File: src/rtl/hazard_stall_unit.sv
// hazard_stall_unit: ID-stage interlock for the 5-stage MIPS pipeline.
// Detects hazards that EX forwarding cannot cover (load-use, load->branch,
// ALU->branch) and stalls PC/IF/ID while bubbling ID/EX. Multi-cycle stalls
// are held by a registered down-counter rather than re-evaluating hazards.
// Optional performance counters are compiled in with HAZARD_PERF_CNT_EN.

module hazard_stall_unit #(
    parameter int unsigned LOAD_USE_STALLS    = 1,
    parameter int unsigned LOAD_BRANCH_STALLS = 2,
    parameter int unsigned ALU_BRANCH_STALLS  = 1,
    parameter int unsigned CNT_W              = 2
) (
    input  logic        clk,
    input  logic        reset,
    input  logic [4:0]  IDRegRs,
    input  logic [4:0]  IDRegRt,
    input  logic        ID_UsesRt,
    input  logic        ID_Branch,
    input  logic        ID_Jump,
    input  logic        BranchTaken,
    input  logic [4:0]  EXRegRd,
    input  logic        EX_RegWrite,
    input  logic        EX_MemRead,
    input  logic [4:0]  MEMRegRd,
    input  logic        MEM_MemRead,
    input  logic        Hold,
    output logic        PCWrite,
    output logic        IFIDWrite,
    output logic        IDEX_Bubble,
    output logic        IFID_Flush,
    output logic        Stalling
`ifdef HAZARD_PERF_CNT_EN
    ,
    output logic [31:0] StallCycles,
    output logic [31:0] FlushCount
`endif
);

    typedef enum logic [0:0] {StRun, StStall} hazState_t;

    localparam logic [CNT_W-1:0] CntZero = '0;
    localparam logic [CNT_W-1:0] CntOne  = CNT_W'(1);
    localparam logic [CNT_W-1:0] NLoadUse    = CNT_W'(LOAD_USE_STALLS);
    localparam logic [CNT_W-1:0] NLoadBranch = CNT_W'(LOAD_BRANCH_STALLS);
    localparam logic [CNT_W-1:0] NAluBranch  = CNT_W'(ALU_BRANCH_STALLS);

    hazState_t        stateQ, stateD;
    logic [CNT_W-1:0] cntQ, cntD;

    logic             exMatch, memMatch;
    logic             hazLoadBranch, hazLoadUse, hazAluBranch;
    logic [CNT_W-1:0] hazN;
    logic             hazard;

    // Hazard detection: register matches, class flags and the largest stall length
    always_comb begin
        exMatch  = (EXRegRd != 5'd0) &&
                   ((EXRegRd == IDRegRs) || (ID_UsesRt && (EXRegRd == IDRegRt)));
        memMatch = (MEMRegRd != 5'd0) &&
                   ((MEMRegRd == IDRegRs) || (ID_UsesRt && (MEMRegRd == IDRegRt)));

        // A zero stall count disables the class entirely
        hazLoadBranch = ID_Branch && EX_RegWrite && EX_MemRead && exMatch &&
                        (NLoadBranch != CntZero);
        hazLoadUse    = !ID_Branch && EX_RegWrite && EX_MemRead && exMatch &&
                        (NLoadUse != CntZero);
        hazAluBranch  = ID_Branch &&
                        ((EX_RegWrite && !EX_MemRead && exMatch) || (MEM_MemRead && memMatch)) &&
                        (NAluBranch != CntZero);

        hazN = CntZero;
        if (hazLoadUse && (NLoadUse > hazN)) begin
            hazN = NLoadUse;
        end
        if (hazAluBranch && (NAluBranch > hazN)) begin
            hazN = NAluBranch;
        end
        if (hazLoadBranch && (NLoadBranch > hazN)) begin
            hazN = NLoadBranch;
        end
        hazard = (hazN != CntZero);
    end

    // State and counter register with synchronous reset
    always_ff @(posedge clk) begin
        if (reset) begin
            stateQ <= StRun;
            cntQ   <= CntZero;
        end else begin
            stateQ <= stateD;
            cntQ   <= cntD;
        end
    end

    // Next-state: enter STALL for multi-cycle hazards, count down, freeze on Hold
    always_comb begin
        stateD = stateQ;
        cntD   = cntQ;
        if (!Hold) begin
            case (stateQ)
                StRun: begin
                    // Single-cycle hazards are fully covered by this cycle's stall
                    if (hazN > CntOne) begin
                        stateD = StStall;
                        cntD   = hazN - CntOne;
                    end
                end
                StStall: begin
                    if (cntQ <= CntOne) begin
                        stateD = StRun;
                        cntD   = CntZero;
                    end else begin
                        cntD = cntQ - CntOne;
                    end
                end
                default: begin
                    stateD = StRun;
                    cntD   = CntZero;
                end
            endcase
        end
    end

    // Outputs: reset beats Hold, Hold beats stalling, stalling beats flushing
    always_comb begin
        PCWrite     = 1'b0;
        IFIDWrite   = 1'b0;
        IDEX_Bubble = 1'b0;
        IFID_Flush  = 1'b0;
        Stalling    = 1'b0;
        if (reset) begin
            IDEX_Bubble = 1'b1;
        end else if (Hold) begin
            Stalling = (stateQ == StStall);
        end else if ((stateQ == StStall) || hazard) begin
            IDEX_Bubble = 1'b1;
            Stalling    = 1'b1;
        end else begin
            PCWrite    = 1'b1;
            IFIDWrite  = 1'b1;
            IFID_Flush = ID_Jump || (ID_Branch && BranchTaken);
        end
    end

`ifdef HAZARD_PERF_CNT_EN
    // Performance counters: stall cycles not masked by Hold, and issued flushes
    always_ff @(posedge clk) begin
        if (reset) begin
            StallCycles <= 32'd0;
            FlushCount  <= 32'd0;
        end else begin
            if (Stalling && !Hold) begin
                StallCycles <= StallCycles + 32'd1;
            end
            if (IFID_Flush) begin
                FlushCount <= FlushCount + 32'd1;
            end
        end
    end
`endif

endmodule

File: config.mk
export PLATFORM = sky130hd
export DESIGN_NAME = hazard_stall_unit
export DESIGN_NICKNAME = d
export VERILOG_FILES = /design/src/rtl/hazard_stall_unit.sv
export SDC_FILE = /design/constraint.sdc
export NUM_CORES = 1
export LEC_CHECK = 0
export CORE_MARGIN = 1
export CORE_UTILIZATION = 33
export DETAILED_ROUTE_END_ITERATION = 8
export PLACE_DENSITY_LB_ADDON = 0.05
export SLEW_MARGIN = 15
export SYNTH_ARGS = -nofsm -noshare
export SYNTH_HDL_FRONTEND = slang
export SYNTH_SLANG_ARGS = --single-unit
File: constraint.sdc
create_clock -name clk -period 2.1 [get_ports clk]
set_input_delay 0.315 -clock clk [delete_from_list [all_inputs] [get_ports clk]]
set_output_delay 0.315 -clock clk [all_outputs]
set_load 0.1 [all_outputs]
# [Yosys cells after proc, flatten, opt, wreduce, memory -nomap -nowiden]
# Index checks and enable logic that the tools add are counted.
[op_classes] n_addsub=2 n_mul=0 n_div=0 n_lt_le_gt_ge=4 eq_ne=5 shifts=0 mux=20 bitwise=2 n_reduce_logical=28
[ops] operator="equality test 5 bit" count=4
[ops] operator="logical AND 1 bit" count=17
[ops] operator="two-way mux 1 bit" count=15
[ops] operator="nonzero test 5 bit" count=2
[ops] operator="two-way mux 2 bit" count=3
[ops] operator="logical OR 1 bit" count=5
[ops] operator="one-hot mux 2 bit (2 select lines)" count=1
[ops] operator="subtractor 2 x 1 -> 2 bit, second input constant" count=2
[ops] operator="greater-than comparator 2 x 1 -> 1 bit, first input constant" count=1
[ops] operator="greater-than comparator 2 x 1 -> 1 bit, second input constant" count=1
[ops] operator="<= comparator 2 x 1 -> 1 bit, second input constant" count=1
[ops] operator="zero test 1 bit" count=2
[ops] operator="inequality test 2 bit, second input constant" count=1
[ops] operator="inverter 1 bit" count=2
[ops] operator="one-hot mux 1 bit (2 select lines)" count=1
[ops] operator="AND reduction 2 bit" count=1
[ops] operator="nonzero test 2 bit" count=1
[ops] operator="greater-than comparator 1 bit, first input constant" count=1
[word_totals] ff_bits=3 latch_bits=0 ram_bits=0 mem_bits_ro=0 word_cells=63 n_memories=0

# [Longest topological paths before layout]
# Gate-level depths: netlist of the first run.
[logic_depth] ltp_word=17 ltp_mapped=6

# [Least setup slack after synthesis of the first run]
# No wires, ideal clock.
[synth_path] path_type="input-to-output" startpoint="input port EXRegRd[3]" endpoint="output port PCWrite" t_arrival_ns=3.401 required_time_ns=1.785 slack_ns=-1.616 stages=5 cell_sequence="or4_1 > o21a_1 > and3b_4 > nor4_2 > buf_4"
[synth_between] elab_chain_cells=17 elab_cells_between_ends=23 cone_classes="order compare: 2; eq/ne: 2; mux: 6; reduce/logical: 13"
[synth_lines] item="start: declaration" line_no="21" text="input logic [4:0] EXRegRd,"
[synth_lines] item="equality test 5 bit" line_no="58" text="((EXRegRd == IDRegRs) || (ID_UsesRt && (EXRegRd == IDRegRt)));"
[synth_lines] item="logical AND 1 bit" line_no="58"
[synth_lines] item="logical OR 1 bit" line_no="58"
[synth_lines] item="logical AND 1 bit (*)" line_no="57" text="exMatch = (EXRegRd != 5'd0) &&"
[synth_lines] item="logical AND 1 bit (on tied branches)" line_no="65, 68"
[synth_lines] item="two-way mux 1 bit / logical OR 1 bit (equally long branches)" line_no="72, 68"
[synth_lines] item="greater-than comparator 1 bit / logical AND 1 bit (equally long branches)" line_no="75, 67"
[synth_lines] item="logical AND 1 bit" line_no="75" text="if (hazAluBranch && (NAluBranch > hazN)) begin"
[synth_lines] item="two-way mux 1 bit" line_no="75"
[synth_lines] item="greater-than comparator 2 x 1 -> 1 bit" line_no="78" text="if (hazLoadBranch && (NLoadBranch > hazN)) begin"
[synth_lines] item="logical AND 1 bit" line_no="78"
[synth_lines] item="two-way mux 2 bit (*)" line_no="78"
[synth_lines] item="nonzero test 2 bit (*)" line_no="81" text="hazard = (hazN != CntZero);"
[synth_lines] item="logical OR 1 bit (*)" line_no="135" text="end else if ((stateQ == StStall) || hazard) begin"
[synth_lines] item="two-way mux 1 bit (*) (3 in a row)"
[synth_lines] item="end: declaration" line_no="27" text="output logic PCWrite,"
# Mark *: on every way between the ends. The rest lies on a longest branch, timed or not.

# [Worst setup path in the final report of the first run]
[layout_path] startpoint="input port EXRegRd[4]" endpoint="output port IFID_Flush"
[layout_between] elab_chain_cells=17 elab_cells_between_ends=23 cone_classes="order compare: 2; eq/ne: 2; mux: 6; reduce/logical: 13"
[layout_lines] item="equality test 5 bit" line_no="58"
[layout_lines] item="logical AND 1 bit" line_no="58"
[layout_lines] item="logical OR 1 bit" line_no="58"
[layout_lines] item="logical AND 1 bit (*)" line_no="57"
[layout_lines] item="logical AND 1 bit (on tied branches)" line_no="65, 68"
[layout_lines] item="two-way mux 1 bit / logical OR 1 bit (equally long branches)" line_no="72, 68"
[layout_lines] item="greater-than comparator 1 bit / logical AND 1 bit (equally long branches)" line_no="75, 67"
[layout_lines] item="logical AND 1 bit" line_no="75"
[layout_lines] item="two-way mux 1 bit" line_no="75"
[layout_lines] item="greater-than comparator 2 x 1 -> 1 bit" line_no="78"
[layout_lines] item="logical AND 1 bit" line_no="78"
[layout_lines] item="two-way mux 2 bit (*)" line_no="78"
[layout_lines] item="nonzero test 2 bit (*)" line_no="81"
[layout_lines] item="logical OR 1 bit (*)" line_no="135"
[layout_lines] item="two-way mux 1 bit (*)" line_no="135"
[layout_lines] item="two-way mux 1 bit (*)" line_no="133" text="end else if (Hold) begin"
[layout_lines] item="two-way mux 1 bit (*)" line_no="131" text="if (reset) begin"
[layout_lines] item="end: declaration" line_no="30" text="output logic IFID_Flush,"
# Marked as above.

==> results of run 1 <==
-- what timing repair did --
item,4_1_cts,5_1_grt
setup endpoints to repair,5,5
resized for setup,40,2
buffers inserted,5,2
hold endpoints to repair,0,0
hold buffers,0,0
pin swaps,8,6
-- where the power goes --
part / internal [mW] / switching (mW) / total [mW] / leakage, nW
Clock: 0.0715 / 0.0345 / 0.106 / 0.0150
Combinational: 0.107 / 0.0984 / 0.206 / 0.391
Sequential: 0.0574 / 0.000148 / 0.0575 / 0.0242
Total: 0.236 / 0.133 / 0.369 / 0.430
-- sequential cells by signal (all words and copies together) (netlist names) --
name / flops
stateQ: 1
cntQ: 2
-- cells by family (layout without fill, tap and decap cells) --
| family | after synthesis | after routing | synth area share |
|---|---|---|---|
| buf+inv | 3 | 53 | 0.0319 |
| simple gates | 23 | 23 | 0.269 |
| compound gates | 13 | 13 | 0.199 |
| flops | 3 | 3 | 0.128 |
| xor+xnor | 20 | 20 | 0.372 |
-- layer usage --
metal  wire length (um)  share of wire  up-vias  global-route usage
li1                   -              -      327                   -
met5                  0              0        -                   0
met2                702           0.46       19               0.357
met4                 21          0.014        0               0.103
met1                759           0.49      300               0.312
met3                 51          0.033        2              0.0170
-- worst register-to-register path, delay by kind of cell (launching register included) --
kind,cells,cell delay [ns]
and+or+nand+nor,2,0.31
AOI/OAI and AO/OA,2,0.20
DFF,1,0.40
-- final cells by class --
| class | count | share of cell area |
|---|---|---|
| flip-flops and latches | 3 | 0.0583 |
| clock buffers | 4 | 0.0255 |
| inverters | 2 | 0.00729 |
| well taps | 15 | 0.0182 |
| multi-input cells | 56 | 0.428 |
| repair buffers | 47 | 0.463 |
-- how the worst max path moves through the flow --
stage,cells after the start,to,startpoint
detailed placement,7,PCWrite,EXRegRd[4]
finish,7,IFID_Flush,EXRegRd[4]
global route,7,IFID_Flush,EXRegRd[4]
floorplan,5,PCWrite,EXRegRd[3]
CTS,7,PCWrite,EXRegRd[0]
global placement,7,IFIDWrite,EXRegRd[4]
-- cells in the final DEF (no fill, tap or decap), drive strengths merged --
cell type / count
nor3: 3
and3b: 1
or4: 1
clkbuf: 4
o21a: 1
nor2: 3
dfxtp: 3
inv: 2
nor4: 1
a41o: 1
a31o: 1
nand2: 7
dlygate4sd2: 16
xnor2: 20
o2111a: 1
o21ai: 1
clkdlybuf4s50: 9
or3: 1
o22ai: 2
o221a: 1
buf: 22
nand3: 3
a21o: 1
a21oi: 4
nor3b: 1
nand4: 2
==> summary.md, run 1 <==
| Metric | Value |
|---|---|
| Status | `finished, violations left` |
| Failing checks | `negative setup slack` |
| Worst skew pair latency | `0.24 ns` |
| Vias | `648` |
| Worst Slack Setup Final | `-0.0768 ns` |
| Slew headroom | `0.868` |
| Final Instance Count excl. Fillers | `127` |
| R2r worst-path depth | `4` |
| Multi-input logic area | `440 sq um` |
| Ratio of cells with drive above 1 in the final layout | `0.295` |
| Largest cells by area after synthesis | `xnor2_1 37%, dfxtp_1 13%, nand2_1 5.6%` |
| PwrDens | `358 nW/um^2` |
| Final HPWL DP | `1.27 mm` |
| Core Util, Final | `0.782` |
| Worst hold path depth | `1` |
| Commonest cells in the netlist | `20 x xnor2_1, 7 x nand2_1, 4 x a21oi_1` |
| Core area | `1320 sq um` |
| Die area | `1580 sq um` |
| Worst EP required | `1.78 ns` |
| CTS Buf Count | `3` |
| Tot Pwr | `369 uW` |
| Cell area after layout | `1030 sq um` |
| Setup tns final | `-0.246 ns` |
| Worst clock skew | `0.00609 ns` |
| Fraction of the cycle the final worst path needs | `1.04` |
| Fill cells | `93` |
| Worst r2r src | `stateQ` |
| Tmin final | `2.18 ns` |
| Top cell type's share of synthesized area | `0.372` |
| Post-synth EDFFs | `0` |
| Cell Area, Synth | `470 sq um` |
| Type of the most critical hold path | `reg -> reg` |
| CTS tree | `done` |
| Critical-path cell list | `buf_8 -> or4_4 -> o21a_1 -> and3b_4 -> buf_12 -> nor3_4 -> buf_12` |
| Clock Path Buffers | `2` |
| Root buf cell | `clkbuf_4` |
| Main flop type after synthesis | `dfxtp_1` |
| Seq cells post-synth | `3` |
| Std cell rows | `13` |
| Leak | `0.430 nW` |
| Final setup fails | `5` |
| Cell count after synthesis | `62` |
| Worst Max-Slew Pin Slew | `0.196 ns` |
| Critical Path Start Type | `input pin` |
| R2R setup slack | `1.12 ns` |
| H-tree Lvls | `1` |
| Maximum Capacitance Violations | `0` |
| Crit. End Element | `output port` |
| Yosys warning total | `0` |
| Initial Util | `0.357` |
| Area growth, synth to finish | `119%` |
| Via/cell ratio | `5.10` |
| Placed cell area | `938 sq um` |
| Hold Path Origin | `cntQ[1]` |
| Placer Congestion | `0.848` |
| DR pass1 iterations | `4` |
| Synth area leader | `xnor2_1` |
| Seq/Total Area, Yosys | `0.128` |
| Max stage delay cell, worst path | `or4_4` |
| DRT Wirelength | `1.53 mm` |
| Grt ovf | `0` |
| Avg Cell Area, Syn | `7.59 sq um` |
| Ant diodes | `0` |
| R2R Path End | `cntQ[0]` |
| Critical path class | `in -> out` |
| First-pass GRT wire length | `2.40 mm` |
| Post-synth ARST share | `0` |
| Clock sink count | `3` |
| Critical path peak fanout | `3` |
| Syn_nets | `92` |
| Crit path DAT | `1.86 ns` |
| Endpoint, Worst Hold | `cntQ[1]` |
| Count leader, synth | `xnor2_1` |
| Initial antenna violation count | `0` |
| Dpl cells | `117` |
| FF/Latch Area | `60.1 sq um` |
| Chip height | `39.8 um` |
| IO buf count | `34` |
| Residual DRC count | `0` |
| Initial DRC count | `6` |
| Final #Nets | `143` |
| RSZ-0062 raised after global routing | `yes` |
| Max Clock Freq | `459 MHz` |
| Synth cell types | `23` |
| Die Wd | `39.8 um` |
| Avg WL per Cell | `12.1 um` |
| Worst VDD drop | `0.197 mV` |
| Final hold viol count | `0` |
| # IOs | `35` |
| Clock slew at reported path FFs | `0.04 ns` |
| Critical Path Most Common Cell | `buf_12` |
| GRT Total Usage | `0.229` |
| CP peak stage delay | `0.52 ns` |
| Final Slew Violations | `0` |
| Setup slack at placement | `-0.440 ns` |
| Hold_ws | `0.486 ns` |
| Largest net degree at the start of global routing | `6` |
| Vias in the first global route | `591` |
| Post-route ant nets | `0` |
| Largest delay contributor family on the critical path | `simple AND/OR/NAND/NOR gates` |
| Crit path buffers/inverters | `3` |
Power figures use the tool's default switching activity.
==> run 2: changes to the inputs <==
CTS_BUF_LIST = sky130_fd_sc_hd__clkbuf_16   (was unset)
==> run 2 against run 1 <==
The flow still finishes with violations (negative setup slack). Combinational power about the same. Maximum frequency about the same. Die area unchanged. Global-route usage decreased by 0.23 points. Clock skew decreased by 0.0038 ns. Cell count unchanged. First-iteration DRC count increased by 120%. Cell area increased by 5.1%. Worst hold slack got worse by 0.00058 ns. Via count decreased by 0.62%. Critical path type unchanged. Largest power group is now the clock network.
==> summary.md, run 2 (synthesis gave the netlist of run 1 again) <==
| Metric | Value |
|---|---|
| Type of the most critical hold path | `reg -> reg` |
| RSZ-0062 raised after global routing | `yes` |
| Commonest non-fill, non-tap cell in the layout | `xnor2_1` |
| Residual DRC count | `0 (unchanged)` |
| Dpl cells | `117 (unchanged)` |
| IO buf count | `34 (unchanged)` |
| Crit. End Element | `output port` |
| Critical path class | `in -> out` |
| GRT Total Usage | `0.226 (-0.00233)` |
| Hold-fix buffers at CTS | `0 (unchanged)` |
| # IOs | `35 (unchanged)` |
| Grt ovf | `0 (unchanged)` |
| H-tree Lvls | `1 (unchanged)` |
| Die area | `1580 sq um (unchanged)` |
| Core area | `1320 sq um (unchanged)` |
| Slew headroom | `0.869 (about the same)` |
| Net Sw Power | `159 uW (+19%)` |
| Fraction of the cycle the final worst path needs | `1.04 (about the same)` |
| PwrDens | `526 nW/um^2 (+47%)` |
| Vias | `644 (-0.62%)` |
| Setup tns final | `-0.251 ns (-0.00516 ns)` |
| Final #Nets | `143 (unchanged)` |
| DR pass1 iterations | `4 (unchanged)` |
| First-pass GRT wire length | `2.40 mm (unchanged)` |
| Via/cell ratio | `5.07 (-0.62%)` |
| Initial Util | `0.357 (unchanged)` |
| Final HPWL DP | `1.27 mm (unchanged)` |
| Top reg by flops | `cntQ` |
| Hold_ws | `0.485 ns (-0.000582 ns)` |
| Tmin final | `2.18 ns (+0.00205 ns)` |
| Worst Slack Setup Final | `-0.0789 ns (-0.00205 ns)` |
| Worst EP required | `1.78 ns (about the same)` |
| Chip height | `39.8 um (unchanged)` |
| Fill cells | `88 (-5.4%)` |
| Crit path DAT | `1.86 ns (about the same)` |
| GR Layer Usage met1 | `0.312 (unchanged)` |
| Final Slew Violations | `0 (unchanged)` |
| Max FFs per register | `2 (unchanged)` |
| Switching Share | `0.278 (-0.0819)` |
| Worst clock skew | `0.00227 ns (-0.00382 ns)` |
| P_int | `411 uW (+74%)` |
| Leak | `0.458 nW (+6.3%)` |
| Status | `finished, violations left` |
| Ratio of cells with drive above 1 in the final layout | `0.295 (unchanged)` |
| Commonest cells after routing, fill and taps aside | `20 x xnor2_1, 16 x dlygate4sd2_1, 12 x buf_4, 9 x clkdlybuf4s50_1, 7 x nand2_1` |
| Initial antenna violation count | `0 (unchanged)` |
| Failing checks | `negative setup slack` |
| DRT Wirelength | `1.56 mm (+2.0%)` |
| Root buf cell | `clkbuf_16` |
| Avg WL per Cell | `12.3 um (+2.0%)` |
| Std cell rows | `13 (unchanged)` |
| Vias in the first global route | `585 (-1.0%)` |
| Max Clock Freq | `459 MHz (about the same)` |
| Worst Max-Slew Pin Slew | `0.196 ns (-0.0000405 ns)` |
| Clock Path Buffers | `2 (unchanged)` |
| Comb power frac | `0.361 (-0.196)` |
| Final setup fails | `5 (unchanged)` |
| Critical Path Start Type | `input pin` |
| Biggest regs | `cntQ: 2 flops, stateQ: 1 flops` |
| Met3 Usage GRT | `0 (-0.0170)` |
| Final Instance Count excl. Fillers | `127 (unchanged)` |
| Top Usage Layer GRT | `met2` |
| Final hold viol count | `0 (unchanged)` |
| Critical path peak fanout | `3 (unchanged)` |
| CTS tree | `done` |
| Post-route ant nets | `0 (unchanged)` |
| Worst skew pair latency | `0.23 ns (about the same)` |
| Met2 Resource Use GR | `0.361 (+0.00410)` |
| Placer Congestion | `0.848 (unchanged)` |
| Sequential Power Share | `0.101 (-0.055)` |
| Clk pwr share | `0.538 (+0.251)` |
| Die Wd | `39.8 um (unchanged)` |
| CTS Buf Count | `3 (unchanged)` |
| Clock slew at reported path FFs | `0.03 ns (about the same)` |
| Worst VDD drop | `0.300 mV (+52%)` |
| Initial DRC count | `13 (+7)` |
| Ant diodes | `0 (unchanged)` |
| Clock sink count | `3 (unchanged)` |
| Largest net degree at the start of global routing | `6 (unchanged)` |
| Maximum Capacitance Violations | `0 (unchanged)` |
| Area growth, synth to finish | `130%` |
run 2: cell types whose count changed in the layout (fill, tap and decap cells not counted):
cell,before,now
clkbuf_1,1,0
clkbuf_16,0,3
clkbuf_4,3,0
inv_1,2,3
run 2: power by group through the flow:
stage | clock network [mW] | registers (mW) | logic (mW)
detailed placement | 0 | 0.0585 | 0.203
finish | 0.307 | 0.0577 | 0.205
CTS | 0.307 | 0.0577 | 0.202
global route | 0.311 | 0.0577 | 0.218
global placement | 0 | 0.0585 | 0.202
floorplan | 0 | 0.0584 | 0.0928
run 2: final cells by class:
cell class	instances	area, sq um	share of cell area
timing repair buffer	47	477	0.440
multi-input combinational	56	440	0.407
clock buffer	3	75.1	0.0694
sequential	3	60.1	0.0555
tap	15	18.8	0.0173
inverter	2	7.51	0.00694
clock inverter	1	3.75	0.00347
run 2: per-layer routing:
layer,wire length (um),vias to the layer above
li1,-,326
met1,742,295
met2,725,21
met3,67,2
met4,29,0
met5,0,-
run 2: stage by stage:
stage | cell area [sq um] | power [mW] | setup slack [ns] | util
detailed placement | 938 | 0.262 | -0.440 | 0.712
global route | 1080 | 0.587 | -0.113 | 0.821
CTS | 1070 | 0.567 | -0.175 | 0.812
floorplan | 484 | 0.151 | -0.887 | -
global placement | 938 | 0.261 | -0.396 | 0.712
finish | 1080 | 0.570 | -0.0789 | 0.821
run 2: path summary, 6_finish.rpt:
kind               from  slack, ns    endpoint  cells after the start
max          EXRegRd[4]      -0.08  IFID_Flush                      7
min             cntQ[1]       0.49     cntQ[1]                      1
max reg2reg      stateQ       1.12     cntQ[0]                      4
min reg2reg     cntQ[1]       0.49     cntQ[1]                      1
run 2: repair_timing:
item | CTS | global route
pin swaps | 8 | 6
endpoints found under the setup margin | 5 | 5
resized for setup | 40 | 2
buffers inserted | 5 | 2
gates cloned | 0 | 0
run 2: worst max-delay path, cell delays in order:
cell and delay, ns:
buf_8 0.10, or4_4 0.52, o21a_1 0.20, and3b_4 0.21
buf_12 0.13, nor3_4 0.19, buf_12 0.20
